[src/rtl/mem_arbiter.sv]
// mem_arbiter: two-port (CPU / debug loader) arbiter in front of a single-port
// data memory with one-cycle read latency. CPU has priority; when the
// MEM_ARB_FAIRNESS_EN macro is defined, a saturating hold counter lets the
// debug port in after MAX_HOLD consecutive CPU grants made while it waited.
// Without the macro the CPU has strict priority and debug may starve.
module mem_arbiter #(
   parameter int ADDR_W   = 6,
   parameter int DATA_W   = 8,
   parameter int MAX_HOLD = 4
) (
   input  logic              clk,
   input  logic              reset,
   // CPU port
   input  logic              cpu_req,
   input  logic              cpu_we,
   input  logic [ADDR_W-1:0] cpu_addr,
   input  logic [DATA_W-1:0] cpu_wdata,
   output logic              cpu_gnt,
   output logic              cpu_valid,
   output logic [DATA_W-1:0] cpu_rdata,
   // debug / loader port
   input  logic              dbg_req,
   input  logic              dbg_we,
   input  logic [ADDR_W-1:0] dbg_addr,
   input  logic [DATA_W-1:0] dbg_wdata,
   output logic              dbg_gnt,
   output logic              dbg_valid,
   output logic [DATA_W-1:0] dbg_rdata,
   // data memory side
   output logic              mem_read,
   output logic              mem_write,
   output logic [ADDR_W-1:0] mem_addr,
   output logic [DATA_W-1:0] mem_data_in,
   input  logic [DATA_W-1:0] mem_data_out,
   // CPU is requesting but not being served this cycle
   output logic              stall_cpu
);

   typedef enum logic [1:0] {
      IDLE  = 2'd0,
      GRANT = 2'd1,
      RESP  = 2'd2
   } state_t;

   localparam logic PORT_CPU = 1'b0;
   localparam logic PORT_DBG = 1'b1;

   state_t              state_q, state_d;
   logic                we_q, we_d;
   logic [ADDR_W-1:0]   addr_q, addr_d;
   logic [DATA_W-1:0]   wdata_q, wdata_d;
   logic                port_q, port_d;
   logic [DATA_W-1:0]   cpu_rdata_q, cpu_rdata_d;
   logic [DATA_W-1:0]   dbg_rdata_q, dbg_rdata_d;

   logic                arb_edge;
   logic                dbg_wins;
   logic                in_grant;
   logic                in_resp;

   // A new winner is chosen when leaving IDLE, a write GRANT, or RESP.
   // A read GRANT always continues into RESP first.
   assign arb_edge = (state_q == IDLE) || (state_q == RESP) ||
                     ((state_q == GRANT) && we_q);

`ifdef MEM_ARB_FAIRNESS_EN
   localparam int HOLD_W = $clog2(MAX_HOLD + 1);

   logic [HOLD_W-1:0]   hold_cnt_q, hold_cnt_d;

   // Debug overrides CPU once the CPU has been served MAX_HOLD times in a row
   // while debug was waiting.
   assign dbg_wins = dbg_req && (!cpu_req || (hold_cnt_q == HOLD_W'(MAX_HOLD)));

   // Hold counter next state: count CPU wins over a waiting debug port.
   always_comb begin
      hold_cnt_d = hold_cnt_q;
      if (arb_edge) begin
         if (!dbg_req || dbg_wins) begin
            hold_cnt_d = '0;
         end else if (cpu_req && (hold_cnt_q != HOLD_W'(MAX_HOLD))) begin
            hold_cnt_d = hold_cnt_q + HOLD_W'(1);
         end
      end
   end

   // Hold counter register.
   always_ff @(posedge clk) begin
      if (!reset) begin
         hold_cnt_q <= '0;
      end else begin
         hold_cnt_q <= hold_cnt_d;
      end
   end
`else
   // Strict CPU priority: debug is served only when the CPU is not asking.
   assign dbg_wins = dbg_req && !cpu_req;
`endif

   // FSM next state, command capture at arbitration edges, read data capture.
   always_comb begin
      state_d     = state_q;
      we_d        = we_q;
      addr_d      = addr_q;
      wdata_d     = wdata_q;
      port_d      = port_q;
      cpu_rdata_d = cpu_rdata_q;
      dbg_rdata_d = dbg_rdata_q;

      case (state_q)
         IDLE:    state_d = IDLE;
         GRANT:   state_d = RESP;
         RESP:    state_d = IDLE;
         default: state_d = IDLE;
      endcase

      if (arb_edge) begin
         if (dbg_wins) begin
            state_d = GRANT;
            port_d  = PORT_DBG;
            we_d    = dbg_we;
            addr_d  = dbg_addr;
            wdata_d = dbg_wdata;
         end else if (cpu_req) begin
            state_d = GRANT;
            port_d  = PORT_CPU;
            we_d    = cpu_we;
            addr_d  = cpu_addr;
            wdata_d = cpu_wdata;
         end else begin
            state_d = IDLE;
         end
      end

      // Keep the returned word so rdata holds after the valid pulse.
      if (state_q == RESP) begin
         if (port_q == PORT_CPU) begin
            cpu_rdata_d = mem_data_out;
         end else begin
            dbg_rdata_d = mem_data_out;
         end
      end
   end

   // State and captured-command registers.
   always_ff @(posedge clk) begin
      if (!reset) begin
         state_q     <= IDLE;
         we_q        <= 1'b0;
         addr_q      <= '0;
         wdata_q     <= '0;
         port_q      <= PORT_CPU;
         cpu_rdata_q <= '0;
         dbg_rdata_q <= '0;
      end else begin
         state_q     <= state_d;
         we_q        <= we_d;
         addr_q      <= addr_d;
         wdata_q     <= wdata_d;
         port_q      <= port_d;
         cpu_rdata_q <= cpu_rdata_d;
         dbg_rdata_q <= dbg_rdata_d;
      end
   end

   // Handshakes are qualified by reset so that asserting reset in the
   // middle of an access suppresses its grant/valid in that very cycle.
   assign in_grant = (state_q == GRANT) && reset;
   assign in_resp  = (state_q == RESP)  && reset;

   assign cpu_gnt     = in_grant && (port_q == PORT_CPU);
   assign dbg_gnt     = in_grant && (port_q == PORT_DBG);
   assign cpu_valid   = in_resp  && (port_q == PORT_CPU);
   assign dbg_valid   = in_resp  && (port_q == PORT_DBG);
   assign cpu_rdata   = cpu_valid ? mem_data_out : cpu_rdata_q;
   assign dbg_rdata   = dbg_valid ? mem_data_out : dbg_rdata_q;

   assign mem_write   = in_grant && we_q;
   assign mem_read    = in_grant && !we_q;
   assign mem_addr    = in_grant ? addr_q  : '0;
   assign mem_data_in = in_grant ? wdata_q : '0;

   assign stall_cpu   = cpu_req && !cpu_gnt;

endmodule

[config.mk]
export PLATFORM = sky130hd
export DESIGN_NAME = mem_arbiter
export DESIGN_NICKNAME = d
export VERILOG_FILES = /design/src/rtl/mem_arbiter.sv
export SDC_FILE = /design/constraint.sdc
export NUM_CORES = 1
export LEC_CHECK = 0
export BUFFER_PORTS_ARGS = -buffer_cell sky130_fd_sc_hd__buf_4
export CELL_PAD_IN_SITES_DETAIL_PLACEMENT = 1
export CELL_PAD_IN_SITES_GLOBAL_PLACEMENT = 1
export CORE_MARGIN = 4
export CORE_UTILIZATION = 36
export DETAILED_ROUTE_END_ITERATION = 8
export PLACE_DENSITY_LB_ADDON = 0.1
export SYNTH_ARGS = -nofsm -noshare
export SYNTH_HDL_FRONTEND = slang
export SYNTH_SLANG_ARGS = --single-unit
[constraint.sdc]
create_clock -name clk -period 4.9 [get_ports clk]
set_clock_uncertainty 0.2 [all_clocks]
set_input_delay 0.49 -clock clk [delete_from_list [all_inputs] [get_ports clk]]
set_output_delay 0.49 -clock clk [all_outputs]
set_load 0.05 [all_outputs]
==> results.md <==
* Status: completed
* Hold/Removal Path Class: primary input to register
* Slew at the pin closest to its max-slew limit at 1.17 ns
* Vias in the first global route at 1533
* Area Overhead vs Synth at 42.6%
* Reg-to-Reg End: wdata_q[4]$_SDFFE_PN0P_
* MaxCap Viol Count at 0
* Net Sw Power at 0.200 mW
* Hold path cells at 2
* Startpoint types: register
* Critical path capture point type: output pin
* Tcrit/Tclk final at 58.4%
* TritonCTS clock tree: yes
* Comb power frac at 18.6%
* Syn_area_per_cell at 10.2 µm²
* CP max stage delay at 0.64 ns
* Synthesized area at 0.00165 mm²
* Global-route wire length before repair at 7130 µm
* Die area at 0.00574 mm²
* Maximum root-to-sink buffer count at 2
* RR Startpoint: state_q[1]$_SDFF_PP0_
* Fin. max-slew vios at 0
* Setup CP Type: register to output pin
* Worst setup path startpoint: state_q[1]$_SDFF_PP0_
* Final min period at 2.86 ns
* Residual DRC count at 0
* Die Width at 75.8 µm
* DP HPWL at 3430 µm
* Cells along the critical path: nor2b_2 > and3_1 > mux2_2 > buf_4
* Row cnt at 24
* R2R setup slack at 2.81 ns
* Post-synthesis sequential area ratio at 41.1%
* I/O pin count at 79
* IO Port Bufs at 78
* Setup TNS at 0 ns
* Cell internal pwr at 0.557 mW
* Nets at 278
* Clk network pwr share at 41.1%
* Worst-Skew Late Latency at 0.28 ns
* Pwr Total at 0.758 mW
* Grt total ovfl at 0
* Endpoints failing setup at 0
* Top Family by Delay on Critical Path: simple AND/OR/NAND/NOR gates
* Root Driver: clkbuf_8
* Synth top area share at 41.1%
* Share of power burned in registers at 40.3%
* Setup bufs post-CTS at 0
* RD Place Congestion at 0.764
* Starting DRT DRC Count at 48
* Min-delay src: cpu_req
* Most frequent cells in the layout: buf_4, dfxtp_1, nor2_1
* Leak at 1.09 nW
* Antenna diode instance count at 0
* CTS H-tree lvls at 2
* Worst Hold Endpoint: port_q$_SDFFE_PN0P_
* Commonest non-fill, non-tap cell in the layout: buf_4
* Syn Nets at 204
* Initial antenna violation count at 0
* FF-to-FF path depth at 4
* Critical-path maximum fanout at 17
* Yosys cell types at 27
* Vias at 1475
* Die height at 75.8 µm
* Core ar. at 0.00441 mm²
* Layout cells sized above 1 at 45.6%
* Post-Syn Instances at 162
* Worst Path Arrival at 2.17 ns
* Total CTS buffers at 5
* CP bufs+invs at 1
* Sw Share at 26.4%
* Post-route ant nets at 0
* RSZ-0062 raised after global routing: false
* Post-cts resize count at 0
* Synth area leaders: dfxtp_1, mux2_2, a22o_1
* Detailed Route WL at 4490 µm
* Sinks on Clock Net at 34
* Fill count at 507
* Largest net degree at the start of global routing at 30
* Synth area leader: dfxtp_1
* Final number of hold-violating endpoints at 0
* Hold Buf Count CTS at 0
* Initial Utilization at 37.5%
* Seq cells post-synth at 34
* Drt pass-1 iters at 4
* Crit-path slowest cell: and3_1
* WL/cell at 15.5 µm
* Cell Pwr Density at 321 mW/mm²
* DR vias/cell at 5.10
* Relative slew slack at 21.9%
* Worst EP required at 4.21 ns
* Worst vdd ir at 145 µV
* GRT Overall Usage at 16.4%
* Max Freq at 0.349 GHz
* Syn. warnings at 0
* Worst-path clk slew at 0.07 ns
[metal layers]
metal / global-route usage (%) / share of wire, % / vias up
met2: 27.8 / 49 / 59
met4: 5.83 / 1.3 / 0
li1: - / - / 732
met5: 0 / 0 / -
met3: 6.20 / 8.6 / 7
met1: 18.9 / 41 / 677
[flip-flops by register name, indices dropped and copies added, names as in the netlist]
register	flops
addr_q	6
dbg_rdata_q	8
wdata_q	8
state_q	2
port_q	1
we_q	1
cpu_rdata_q	8
[cells by family (layout without fill, tap and decap cells)]
kind of cell    count (synthesis)  after routing  synth area share, %
simple gates                   47             47                 15.5
compound gates                 38             38                 17.6
flops                          34             34                 41.1
mux                            30             30                 19.8
buf+inv                        13             88                 5.90
[cell usage after synthesis]
cell type,n
nor2_1,20
mux2i_1,14
a21oi_1,5
dfxtp_1,34
nor3b_2,1
mux2_4,2
buf_6,4
buf_8,1
o221ai_1,1
buf_4,1
mux2_2,14
nand2_1,1
buf_2,3
and3_4,1
inv_1,1
and2_1,17
inv_2,1
buf_1,1
nand2b_1,2
and3_1,1
a211oi_1,15
nor2b_2,1
o21ai_0,1
nand3b_1,1
nor2b_1,2
clkbuf_1,1
a22o_1,16
[metrics by stage]
stage	setup WS, ns	std cells	util (%)	hold WS, ns	cell area [µm²]
2_1_floorplan	2.46	162	-	0.238	1650
3_3_place_gp	2.35	281	50.3	0.252	2220
3_5_place_dp	2.34	281	50.3	0.259	2220
5_1_grt	1.92	289	53.4	0.218	2360
4_1_cts	2.03	289	53.4	0.207	2360
6_report	2.04	289	53.4	0.221	2360
[power by group through the flow]
stage               clock network [mW]  logic (mW)  registers (mW)
finish                           0.312       0.141           0.305
detailed placement                   0       0.142           0.311
CTS                              0.320       0.143           0.305
global placement                     0       0.137           0.310
global route                     0.334       0.153           0.308
floorplan                            0      0.0908           0.308
[cell type report]
class | count | area (µm²) | share of cell area, %
repair buffers | 78 | 586 | 24.8
flip-flops and latches | 34 | 681 | 28.9
clock inverters | 3 | 68.8 | 2.92
clock buffers | 5 | 68.8 | 2.92
multi-input cells | 115 | 882 | 37.4
inverters | 2 | 7.51 | 0.318
well taps | 52 | 65.1 | 2.76
[worst max-delay path by stage]
| stage | cells past startpoint | end |
|---|---|---|
| 3_3_place_gp | 5 | mem_addr[4] |
| 4_1_cts | 4 | cpu_rdata[1] |
| 3_5_place_dp | 5 | mem_addr[4] |
| 5_1_grt | 4 | cpu_rdata[3] |
| 2_1_floorplan | 3 | stall_cpu |
| 6_report | 4 | cpu_rdata[5] |
No activity file was read; power rests on OpenSTA's default activity.
